===== src/rtl/mp64_trng_arb_pkg.sv =====
// Shared definitions for the mp64 TRNG arbiter: TRNG register offsets and
// the SEED-lock decode used when MP64_TRNG_SEED_LOCK_EN is defined.
package mp64_trng_arb_pkg;

    localparam logic [4:0] TRNG_RAND8  = 5'h00;
    localparam logic [4:0] TRNG_RAND64 = 5'h08;
    localparam logic [4:0] TRNG_STATUS = 5'h10;
    localparam logic [4:0] TRNG_SEED   = 5'h18;

    // Only port 0 (boot/secure master) may reseed once the lock is built in.
    function automatic logic is_locked_seed_write(input logic [4:0] addr,
                                                  input logic       wen,
                                                  input logic       from_port0);
        return wen && (addr == TRNG_SEED) && !from_port0;
    endfunction

endpackage


===== src/rtl/mp64_rr_pick.sv =====
// Combinational round-robin picker: first set request strictly after 'last',
// wrapping modulo N. Produces a one-hot grant, its index and a valid flag.
module mp64_rr_pick #(
    parameter int unsigned N = 4,
    localparam int unsigned IdxW = (N > 1) ? $clog2(N) : 1
) (
    input  logic [N-1:0]    req,
    input  logic [IdxW-1:0] last,
    output logic [N-1:0]    gnt,
    output logic [IdxW-1:0] gnt_idx,
    output logic            valid
);

    always_comb begin
        int unsigned j;
        logic [IdxW-1:0] idx;
        gnt     = '0;
        gnt_idx = '0;
        valid   = 1'b0;
        j       = 0;
        idx     = '0;
        for (int unsigned k = 1; k <= N; k++) begin
            j = int'(last) + k;
            if (j >= N) begin
                j = j - N;
            end
            idx = IdxW'(j);
            if (!valid && req[idx]) begin
                valid    = 1'b1;
                gnt[idx] = 1'b1;
                gnt_idx  = idx;
            end
        end
    end

endmodule


===== src/rtl/mp64_trng_arb.sv =====
// Round-robin sequencer sharing one mp64_trng MMIO port among N_PORTS masters,
// with downstream timeout. Define MP64_TRNG_SEED_LOCK_EN to block non-port-0 SEED writes.
module mp64_trng_arb
    import mp64_trng_arb_pkg::*;
#(
    parameter int unsigned N_PORTS = 4,
    parameter int unsigned TIMEOUT = 64
) (
    input  logic                  clk,
    input  logic                  rst,
    input  logic [N_PORTS-1:0]    p_req,
    input  logic [N_PORTS*5-1:0]  p_addr,
    input  logic [N_PORTS*64-1:0] p_wdata,
    input  logic [N_PORTS-1:0]    p_wen,
    output logic [63:0]           p_rdata,
    output logic [N_PORTS-1:0]    p_ack,
    output logic                  p_err,
    output logic                  t_req,
    output logic [4:0]            t_addr,
    output logic [63:0]           t_wdata,
    output logic                  t_wen,
    input  logic [63:0]           t_rdata,
    input  logic                  t_ack
);

    localparam int unsigned IdxW = (N_PORTS > 1) ? $clog2(N_PORTS) : 1;
    localparam int unsigned CntW = (TIMEOUT == 0) ? 1 : $clog2(TIMEOUT + 1);
    localparam bit          TimeoutEn = (TIMEOUT != 0);
    localparam logic [CntW-1:0] CntLast = CntW'((TIMEOUT == 0) ? 0 : TIMEOUT - 1);

    typedef enum logic [1:0] {StIdle, StIssue, StWait, StResp} state_e;

    state_e          state_q, state_d;
    logic [IdxW-1:0] last_q, last_d;
    logic [IdxW-1:0] gnt_q, gnt_d;
    logic [4:0]      addr_q, addr_d;
    logic [63:0]     wdata_q, wdata_d;
    logic            wen_q, wen_d;
    logic [CntW-1:0] cnt_q, cnt_d;
    logic [63:0]     rdata_q, rdata_d;
    logic            err_q, err_d;

    logic [N_PORTS-1:0] pick_gnt;
    logic [IdxW-1:0]    pick_idx;
    logic               pick_valid;
    logic [4:0]         sel_addr;
    logic [63:0]        sel_wdata;
    logic               sel_wen;

    mp64_rr_pick #(
        .N(N_PORTS)
    ) u_pick (
        .req    (p_req),
        .last   (last_q),
        .gnt    (pick_gnt),
        .gnt_idx(pick_idx),
        .valid  (pick_valid)
    );

    // AND-OR select of the winning port's request fields.
    always_comb begin
        sel_addr  = '0;
        sel_wdata = '0;
        sel_wen   = 1'b0;
        for (int unsigned i = 0; i < N_PORTS; i++) begin
            if (pick_gnt[i]) begin
                sel_addr  = sel_addr | p_addr[5*i +: 5];
                sel_wdata = sel_wdata | p_wdata[64*i +: 64];
                sel_wen   = sel_wen | p_wen[i];
            end
        end
    end

    always_ff @(posedge clk) begin
        if (rst) begin
            state_q <= StIdle;
            last_q  <= IdxW'(N_PORTS - 1);
            gnt_q   <= '0;
            addr_q  <= '0;
            wdata_q <= '0;
            wen_q   <= 1'b0;
            cnt_q   <= '0;
            rdata_q <= '0;
            err_q   <= 1'b0;
        end else begin
            state_q <= state_d;
            last_q  <= last_d;
            gnt_q   <= gnt_d;
            addr_q  <= addr_d;
            wdata_q <= wdata_d;
            wen_q   <= wen_d;
            cnt_q   <= cnt_d;
            rdata_q <= rdata_d;
            err_q   <= err_d;
        end
    end

    always_comb begin
        state_d = state_q;
        last_d  = last_q;
        gnt_d   = gnt_q;
        addr_d  = addr_q;
        wdata_d = wdata_q;
        wen_d   = wen_q;
        cnt_d   = cnt_q;
        rdata_d = rdata_q;
        err_d   = err_q;
        unique case (state_q)
            StIdle: begin
                if (pick_valid) begin
                    gnt_d   = pick_idx;
                    addr_d  = sel_addr;
                    wdata_d = sel_wdata;
                    wen_d   = sel_wen;
                    cnt_d   = '0;
`ifdef MP64_TRNG_SEED_LOCK_EN
                    if (is_locked_seed_write(sel_addr, sel_wen, pick_idx == '0)) begin
                        rdata_d = '0;
                        err_d   = 1'b1;
                        state_d = StResp;
                    end else begin
                        state_d = StIssue;
                    end
`else
                    state_d = StIssue;
`endif
                end
            end
            StIssue: begin
                if (t_ack) begin
                    rdata_d = t_rdata;
                    err_d   = 1'b0;
                    state_d = StResp;
                end else begin
                    cnt_d   = '0;
                    state_d = StWait;
                end
            end
            StWait: begin
                // A late ack in the timeout cycle still delivers real data.
                if (t_ack) begin
                    rdata_d = t_rdata;
                    err_d   = 1'b0;
                    state_d = StResp;
                end else if (TimeoutEn && (cnt_q == CntLast)) begin
                    rdata_d = '1;
                    err_d   = 1'b1;
                    state_d = StResp;
                end else if (cnt_q != '1) begin
                    cnt_d = cnt_q + 1'b1;
                end
            end
            StResp: begin
                last_d  = gnt_q;
                state_d = StIdle;
            end
            default: state_d = StIdle;
        endcase
    end

    // Outputs are register copies or state decodes; rst gating keeps the reset cycle quiet.
    always_comb begin
        t_req   = (state_q == StIssue) && !rst;
        t_addr  = addr_q;
        t_wdata = wdata_q;
        t_wen   = wen_q;
        p_rdata = rdata_q;
        p_err   = (state_q == StResp) && err_q;
        for (int unsigned i = 0; i < N_PORTS; i++) begin
            p_ack[i] = (state_q == StResp) && !rst && (gnt_q == IdxW'(i));
        end
    end

endmodule


===== config.mk =====
export PLATFORM = sky130hd
export DESIGN_NAME = mp64_trng_arb
export DESIGN_NICKNAME = d
export VERILOG_FILES = /design/src/rtl/mp64_trng_arb_pkg.sv /design/src/rtl/mp64_rr_pick.sv /design/src/rtl/mp64_trng_arb.sv
export SDC_FILE = /design/constraint.sdc
export NUM_CORES = 1
export LEC_CHECK = 0
export ABC_AREA = 1
export CAP_MARGIN = 20
export CORE_AREA = 4 4 188 190
export DETAILED_ROUTE_END_ITERATION = 12
export DIE_AREA = 0 0 192 194
export MAX_ROUTING_LAYER = met4
export SLEW_MARGIN = 10
export SYNTH_ARGS = -nofsm -noshare
export SYNTH_HDL_FRONTEND = slang
export SYNTH_SLANG_ARGS = --single-unit

===== constraint.sdc =====
create_clock -name clk -period 2.6 [get_ports clk]
set_clock_uncertainty 0.15 [all_clocks]
set_input_delay 0.52 -clock clk [delete_from_list [all_inputs] [get_ports clk]]
set_output_delay 0.52 -clock clk [all_outputs]
set_load 0.02 [all_outputs]

==> metrics.md <==
| Metric | Value |
|---|---|
| Outcome | finished clean |
| Hold buffers post-CTS | 0 |
| Synthesized instance count | 1209 |
| Worst Hold Class | reg -> reg |
| Global route hottest layer | met2 |
| RSZ-0062 raised after global routing | false |
| Max Cap Viol | 0 |
| Number of distinct library cells after synthesis | 35 |
| Vert. Die Dim | around 190 um |
| PwrDens | 1130 nW/um2 |
| Fillers | 3394 |
| Largest net degree at the start of global routing | a little over 80 |
| Worst-Margin Slew | 0.788 ns |
| Setup Buffers After CTS | 0 |
| CP arrival | 2.52 ns |
| Flop pwr share | 0.240 |
| # clock sinks | 148 |
| Synth Flop Type | dfxtp_1 |
| Switch Pwr | 7.09 mW |
| Post-Route Utilization | 0.418 |
| CP Buf/Inv Count | 3 |
| Worst relative slew slack | 0.475 |
| Clock Path Buffers | 2 |
| Pre-Repair DR Iteration Count | 5 |
| Int Pwr | 8.72 mW |
| Design Power | ~16 mW |
| Detailed placement HPWL | 27700 um |
| Starting Density | 0.231 |
| Delay-heaviest family, CP | simple AND/OR/NAND/NOR gates |
| Nets | 2064 |
| Synth-to-Final Area Change | 81.1% |
| Crit. End Element | register |
| Htree depth | 4 |
| Slew Viols, Final | 0 |
| Vias in the first global route | 9543 |
| Grt met3 use | 0.0652 |
| Grt met2 use | 0.320 |
| CP max stage delay | about 0.34 ns |
| YS warnings | 0 |
| Crit Path Class | reg -> reg |
| Routed len/inst | 16.7 um |
| Reg clk slew, reported paths | 0.07 ns |
| Post-DRT Antenna Nets | 0 |
| CTS tree | built |
| Post-synthesis async set-or-reset flop share | 0 |
| CP cell instances | inv_2, ha_1, inv_1, nand2_2, nand2_2, nor2_4, a21oi_1, nand3_2, buf_12, nand2_1, nand3_1, nor2_1, nor2_1 |
| First-pass GRT wire length | 53200 um |
| Worst VDD drop | 0.000758 V |
| WHS | 0.315 ns |
| Sw frac | 0.449 |
| Grt met1 use | 0.200 |
| Setup-failing EPs final | 0 |
| Period minus WS final | 2.35 ns |
| Grt ovf | 0 |
| Layout cells sized above 1 | 0.0701 |
| Setup_tns | 0 ns |
| Boundary pin count | between 400 and 500 |
| Part of the power in the clock network | 0.156 |
| Register area share after synthesis | 0.384 |
| Average size of a mapped cell | 6.38 um2 |
| Peak Freq | 426 MHz |
| Clk_lat worst skew | 0.44 ns |
| Slowest-stage cell, CP | dfxtp_1 |
| Startpoint types | register |
| Net Count, Synth | 1574 |
| Overall routing resource usage | 0.188 |
| WP data required | 2.77 ns |
| Number of flops mapped to enable cells by yosys | 0 |
| Placer Congestion | 0.864 |
| Leakage | 5.78 nW |
| Most common cell after layout, fill and taps aside | clkdlybuf4s50_1 |
| Register area | 2960 um2 |
| Post-Syn Area | 7720 um2 |
| Footprint of the multi-input gates | approximately 4300 um2 |
| Chip width | 192 um |
| FP Rows | 67 |
| # port buffers | approximately 500 |
| Core area | 33400 um2 |
| Post-synthesis register bit count | between 100 and 150 |
| Number of buffers created by CTS | 17 |
| Crit-path max FO | 44 |
| Comb pwr share | 0.603 |
| Crit share post-route | 0.903 |
| DR vias/cell | 4.46 |
| Detailed-route via count | 9641 |
| Antenna violations before repair | 0 |
| Drt drc | 0 |
| First DRT Iteration DRCs | 297 |
| WL final | 36200 um |
| Die area | 37200 um2 |
| Final Hold Viols | 0 |
| CTS root buf | clkbuf_16 |
| Highest-count cells in the layout ignoring fill and taps | clkdlybuf4s50_1 (484), nand2_1 (410), nor2_1 (204) |
| Ant. Diodes | 0 |
[cell type report]
| cell class | count | share of cell area |
|---|---|---|
| repair buffers | 551 | 0.395 |
| flip-flops and latches | 148 | 0.212 |
| well taps | 448 | 0.0401 |
| multi-input cells | 961 | 0.307 |
| clock inverters | 15 | 0.0106 |
| inverters | 20 | 0.00564 |
| clock buffers | 17 | 0.0304 |
[cell usage after synthesis, drive strengths merged, types with 2 or more instances]
| master | n | area share |
|---|---|---|
| o21ai | 141 | 0.091 |
| nand4 | 3 | 0.0024 |
| inv | 20 | 0.0097 |
| buf | 42 | 0.034 |
| a21oi | 24 | 0.017 |
| o211ai | 3 | 0.0029 |
| nor2 | 208 | 0.10 |
| nand2 | 417 | 0.21 |
| nor3 | 52 | 0.034 |
| a21boi | 3 | 0.0034 |
| ha | 14 | 0.023 |
| clkbuf | 38 | 0.018 |
| nand3 | 86 | 0.061 |
| dfxtp | 148 | 0.38 |
| xor2 | 2 | 0.0023 |
[per-stage QoR]
stage,area (um2),setup slack (ns),std cells
after floorplan,7720,0.289,1209
after global placement,13400,-0.0649,2128
after global routing,14000,0.0261,2160
final,14000,0.252,2160
after CTS,14000,0.212,2160
after detailed placement,13400,-0.0800,2128
[sequential cells by signal, summed over array words and instances, names as in the netlist, 2 cells and up]
signal / count
last_q: 2
t_addr: 5
gnt_q: 2
p_rdata: 64
cnt_q: 7
state_q: 2
t_wdata: 64
[metal layers]
layer	up-vias	part of all wire
li1	4875	-
met1	4342	0.38
met2	367	0.49
met3	57	0.097
met4	0	0.030
met5	-	0
[final timing paths]
| check | from | to | slack, ns | cells after the start |
|---|---|---|---|---|
| max | last_q[0]$_SDFFE_PP1N_ | t_wdata[3]$_SDFFE_PP0P_ | 0.25 | 13 |
| min | p_rdata[8]$_SDFFE_PP0P_ | p_rdata[8]$_SDFFE_PP0P_ | 0.31 | 2 |
| max reg2reg | last_q[0]$_SDFFE_PP1N_ | t_wdata[3]$_SDFFE_PP0P_ | 0.25 | 13 |
| min reg2reg | p_rdata[8]$_SDFFE_PP0P_ | p_rdata[8]$_SDFFE_PP0P_ | 0.31 | 2 |
[power groups by stage]
stage,combinational [mW],clock (mW),sequential (mW)
2_1_floorplan,4.05,0,4.93
3_3_place_gp,9.63,0,3.79
3_5_place_dp,9.67,0,3.82
4_1_cts,9.71,2.57,3.80
5_1_grt,10.5,2.65,3.92
6_report,9.54,2.47,3.80
[kinds of logic (layout without fill, tap and decap cells)]
kind of cell / Yosys count / after routing / share of synthesized area
xor gates and xnor gates: 3 / 3 / 0.00341
AOI/OAI and AO/OA: 176 / 176 / 0.120
adders and majority gates: 14 / 14 / 0.0227
and+or+nand+nor: 768 / 768 / 0.408
DFF: 148 / 148 / 0.384
buffers and inverters: 100 / 603 / 0.0621
[worst reg2reg max path, cell delays in order, from the launching register on]
cell	delay [ns]
dfxtp_1	0.34
inv_2	0.04
ha_1	0.33
inv_1	0.13
nand2_2	0.07
nand2_2	0.14
nor2_4	0.07
a21oi_1	0.15
nand3_2	0.12
buf_12	0.20
nand2_1	0.15
nand3_1	0.08
nor2_1	0.18
nor2_1	0.08
[repair_timing]
item / 4_1_cts / 5_1_grt
endpoints found under the hold margin: 0 / 0
resized for setup: 5 / 0
endpoints found under the setup margin: 5 / 0
Power figures use the tool's default switching activity.
==> RTL change 1 (config.mk and constraints unchanged) <==
The option `MP64_TRNG_SEED_LOCK_EN` is turned on by a define.
--- a/src/rtl/mp64_trng_arb.sv
+++ b/src/rtl/mp64_trng_arb.sv
@@ -2,2 +2,4 @@
 // with downstream timeout. Define MP64_TRNG_SEED_LOCK_EN to block non-port-0 SEED writes.
+`define MP64_TRNG_SEED_LOCK_EN
+
 module mp64_trng_arb
Behaviour: not the same (Yosys sat finds a counterexample within 4 cycles, from zero or initial values and one cycle with rst high).
==> RTL change 1 against the unedited design <==
The run now ends with setup timing left; worst setup slack worse by 0.48 ns; area after synthesis rose by 5.9%; sequential cell count unchanged; final area increased by 10%; wire length increased by 17%; global-route usage increased by 3.4 points; core utilization increased by 4.3 points; power grew 11%; critical endpoint is now p_rdata[43]; largest cell class unchanged.
==> RTL change 1: results (changes against the unedited design) <==
----------------------------------------------------
[STA]
  Final setup violating endpoints ... 66 (+66)
  Max transition margin ... 0.642 (+0.167)
  Final setup margin ... -0.229 ns (-0.481 ns)
  Fin Hold WS ... 0.301 ns (-0.0137 ns)
  Fin Setup TNS ... -11.62 ns (-11.62 ns)

[Finish]
  Post-route cell area ... 15400 µm² (+10%)
  Ratio of cells with drive above 1 in the final layout ... 0.148 (+0.0780)
  Number of fillers in the final layout ... 3269 (-3.7%)
  Final nets ... 2054 (-0.48%)

[Synthesis]
  Synth area leaders ... dfxtp_1 36%, nand2_1 16%, o21ai_0 8.7%
  Most common cell in the netlist ... nand2_1
  Top post-synthesis cells by count ... 340 x nand2_1, 148 x dfxtp_1, 142 x o21ai_0, 124 x a21oi_1, 85 x nor2_1
  Asr flop ratio synth ... 0 (unchanged)
  Post-Synthesis Net Count ... 1552 (-1.4%)
  Part of the Yosys area used for sequential elements ... 0.363 (-0.0213)
  Dominant synthesized flop cell ... dfxtp_1
  Warning count from the yosys run ... 0 (unchanged)
  Distinct cell type count after synthesis ... 38 (+8.6%)

[GRT]
  Gr usage total ... 0.222 (+0.0339)
  Met2 capacity usage during global routing ... 0.374 (+0.0534)
  Maximum number of pins on one net before global-route repair ... 106 (+28%)
  Global-route met3 utilization ... 0.0839 (+0.0187)
  Via count of the first global-routing pass ... 10500 (+10%)
  Met1 track utilization from global routing ... 0.240 (+0.0403)
  Number of antenna violations at the first check in global routing ... 19 (+19)
  Wire length of the first global-routing pass ... 62500 µm (+18%)

[Power and ir drop]
  Leakage power total ... 5.85 nW (+1.2%)
  Worst voltage drop across the vdd grid ... 560 µV (-26%)

[Worst setup path]
  Crit-path max cell delay ... 0.37 ns (+0.03 ns)
  CP top delay family ... simple AND/OR/NAND/NOR gates
  Flop2flop setup slack ... -0.23 ns (-0.48 ns)
  Critical Path End ... p_rdata[43]
  Critical-path top delay cell ... dfxtp_4
  Logic depth of the worst register-to-register path ... 21 (+8)
  Worst Path Arrival ... 3.02 ns (+0.50 ns)
  Maximum net fanout on the critical path ... 8 (-82%)

[Drt]
  Via density per instance ... 4.87 (+9.1%)
  Number of detailed-route iterations in the first pass ... 5 (unchanged)
  Count of routing violations after the opening detailed-route iteration ... 536 (+80%)
  Aggregate routed wire length ... 42400 µm (+17%)

[Clock network]
  Worst-Skew Late Latency ... 0.44 ns (about the same)
  Root cell of the clock tree ... clkbuf_16
  Max H-tree Level ... 4 (unchanged)
  Clock input transition at the sequential cells of the worst setup and hold paths ... 0.07 ns (about the same)
  Clock Tree Buf Depth ... 2 (unchanged)

[Worst hold path]
  Number of stages on the worst hold path ... 2 (unchanged)
  Hold crit path type ... reg -> reg

[Place]
  Gpl congestion ... 0.900 (+4.2%)
  Final HPWL from detailed placement ... 30700 µm (+11%)
  Count of buffers inserted at the top-level ports ... 490 (unchanged)
  Cell area after placement ... 13900 µm² (+3.7%)

[Run status]
  Failing checks ... setup timing
  Status ... finished, violations left

[Floorplan]
  Die X-Extent ... 192 µm (unchanged)

----------------------------------------------------
[RTL change 1: changes by cell type after synthesis, sizes merged, moves of 5 or more]
cell    change
nor2      -120
nor3       -47
a21oi     +121
clkbuf     +25
nand2      -68
buf         -5
inv        +12
a41oi      +64
[RTL change 1: through the flow]
| step | setup WS, ns | cells |
|---|---|---|
| after floorplan | 0.00781 | 1187 |
| after global placement | -0.666 | 2089 |
| after detailed placement | -0.762 | 2089 |
| after CTS | -0.228 | 2145 |
| after global routing | -0.451 | 2169 |
| final | -0.229 | 2169 |
[RTL change 1: power breakdown]
part           switching (mW)  internal (mW)
clock network            1.11           1.64
logic                    6.21           5.15
registers               0.443           3.03
total                    7.75           9.83
[RTL change 1: worst min-delay path by stage]
| stage | start | to |
|---|---|---|
| detailed placement | cnt_q[6] | cnt_q[6] |
| finish | cnt_q[6] | cnt_q[6] |
| global placement | cnt_q[6] | cnt_q[6] |
| floorplan | cnt_q[6] | cnt_q[6] |
| CTS | cnt_q[6] | cnt_q[6] |
| global route | cnt_q[6] | cnt_q[6] |
[RTL change 1: kinds of logic (layout without fill, tap and decap cells)]
kind of cell | after synthesis | in the layout | synth area share
flip-flops | 148 | 148 | 0.363
adder cells (fa/ha/maj) | 14 | 14 | 0.0214
other | 0 | 19 | 0
AND/OR/NAND/NOR | 526 | 526 | 0.273
AO/OA/AOI/OAI | 365 | 365 | 0.266
buffers and inverters | 132 | 647 | 0.0753
XOR/XNOR | 2 | 2 | 0.00214
[RTL change 1: metal layers]
metal / wire length, µm / share of wire
met5: 0 / 0
met4: 1180 / 0.028
met3: 4280 / 0.10
met2: 21300 / 0.50
met1: 15700 / 0.37
[RTL change 1: layout make-up]
class	count	area share
Inverter	32	0.00869
Multi-Input combinational cell	907	0.322
Tap cell	448	0.0364
Clock inverter	14	0.0127
Clock buffer	18	0.0285
Timing Repair Buffer	583	0.396
Sequential cell	148	0.193
Antenna cell	19	0.00308
[RTL change 1: tightest hold or removal path, delay by kind of cell, from the launching register on]
kind	cells	cell delay [ns]
flip-flops	1	0.31
buffers and inverters	1	0.05
AO/OA/AOI/OAI	1	0.05
[RTL change 1: timing repair]
item                                   CTS  global route
setup endpoints to repair              115           107
gates resized for setup                 76            31
hold buffers                             0             0
setup buffers                           18             3
endpoints found under the hold margin    0             0
cloned                                   6             3
pin swaps                               22            21
==> RTL change 2 (config.mk and constraints unchanged) <==
Made on the original files. Encoding of `state_e`: now one-hot (4 bits for 4 states).
--- a/src/rtl/mp64_trng_arb.sv
+++ b/src/rtl/mp64_trng_arb.sv
@@ -30,3 +30,3 @@
 
-    typedef enum logic [1:0] {StIdle, StIssue, StWait, StResp} state_e;
+    typedef enum logic [3:0] {StIdle = 4'b0001, StIssue = 4'b0010, StWait = 4'b0100, StResp = 4'b1000} state_e;
 
Function: same outputs for any inputs over 4 cycles, from zero or initial values and one cycle with rst high; so few cycles prove little.
==> RTL change 2 against the unedited design <==
The flow now stops in detailed routing; area after synthesis is 2.5% lower.
==> RTL change 2: results (changes against the unedited design) <==
----------------------------------------------------
[Synthesis]
  Post-Synthesis Net Count ... 1460 (-7.2%)
  Part of the Yosys area used for sequential elements ... 0.399 (+0.0150)
  Distinct cell type count after synthesis ... 38 (+8.6%)
  Fraction of the mapped netlist area in compound gates ... 0.154 (+0.0335)
  Asr flop ratio synth ... 0 (unchanged)
  Top post-synthesis cells by count ... 386 x nand2_1, 173 x nor2_1, 150 x dfxtp_1, 87 x nand3_1, 74 x o21ai_0
  Warning count from the yosys run ... 0 (unchanged)
  Adder and majority cell fraction of the synthesized area ... 0.0150 (-0.00774)
  Dominant synthesized flop cell ... dfxtp_1
  Synth area leaders ... dfxtp_1 40%, nand2_1 19%, nor2_1 8.6%
  Share of synthesized area spent on multiplexers ... 0 (unchanged)
  Synth Area in XOR/XNOR ... 0.00233 (-0.00108)

[GRT]
  Wire length of the first global-routing pass ... 52000 µm (-2.3%)
  Via count of the first global-routing pass ... 9135 (-4.3%)
  Gr usage total ... 0.185 (-0.00309)
  Number of antenna violations at the first check in global routing ... 0 (unchanged)
  Maximum number of pins on one net before global-route repair ... 79 (-4.8%)

[Clock network]
  Setup Fix Bufs, Post-CTS ... 0 (unchanged)
  Clock Tree Buf Depth ... 2 (unchanged)
  Max H-tree Level ... 4 (unchanged)
  Number of clock sinks seen by CTS ... 150 (+1.4%)
  TritonCTS buffer count ... 17 (unchanged)
  Root cell of the clock tree ... clkbuf_16

[STA]
  Critical endpoint after global-route timing repair ... t_wdata[24]$_SDFFE_PP0P_/D
  Kind of endpoint with the least setup slack ... register data pin

[Run status]
  Tool error ... [ERROR DRT-0255] Maze Route cannot find path of net clk in worker of routeBox ( 144900 96600 ) ( 192000 144900 ).
  Status ... aborted with a tool error
  Stage at which the run stopped ... detailed routing

[Place]
  Final HPWL from detailed placement ... 27700 µm (+0.15%)
  Gpl congestion ... 0.844 (-2.3%)
  Count of buffers inserted at the top-level ports ... 490 (unchanged)

----------------------------------------------------
[RTL change 2: metrics by stage]
step	cells	instance area (µm²)	util	TNS, ns	setup slack, ns
floorplan	1100	7530	-	0	0.383
global placement	2017	13200	0.394	-4.93	-0.160
detailed placement	2017	13200	0.394	-8.00	-0.197
CTS	2048	13700	0.411	0	0.00470
global route	2048	13700	0.411	-0.0331	-0.0165
[RTL change 2: repair_timing]
action                     CTS  global route
setup endpoints to repair    6            28
pin swaps                    0             0
gates resized for setup      6            14
[RTL change 2: cells by family after synthesis]
logic type,count (synthesis)
and+or+nand+nor,673
AOI/OAI and AO/OA,161
DFF,150
buffers and inverters,105
adders and majority gates,9
xor gates and xnor gates,2
[RTL change 2: metal layers]
metal / global-route usage
met1: 0.208
met2: 0.315
met3: 0.0499
met4: 0.0639
met5: -
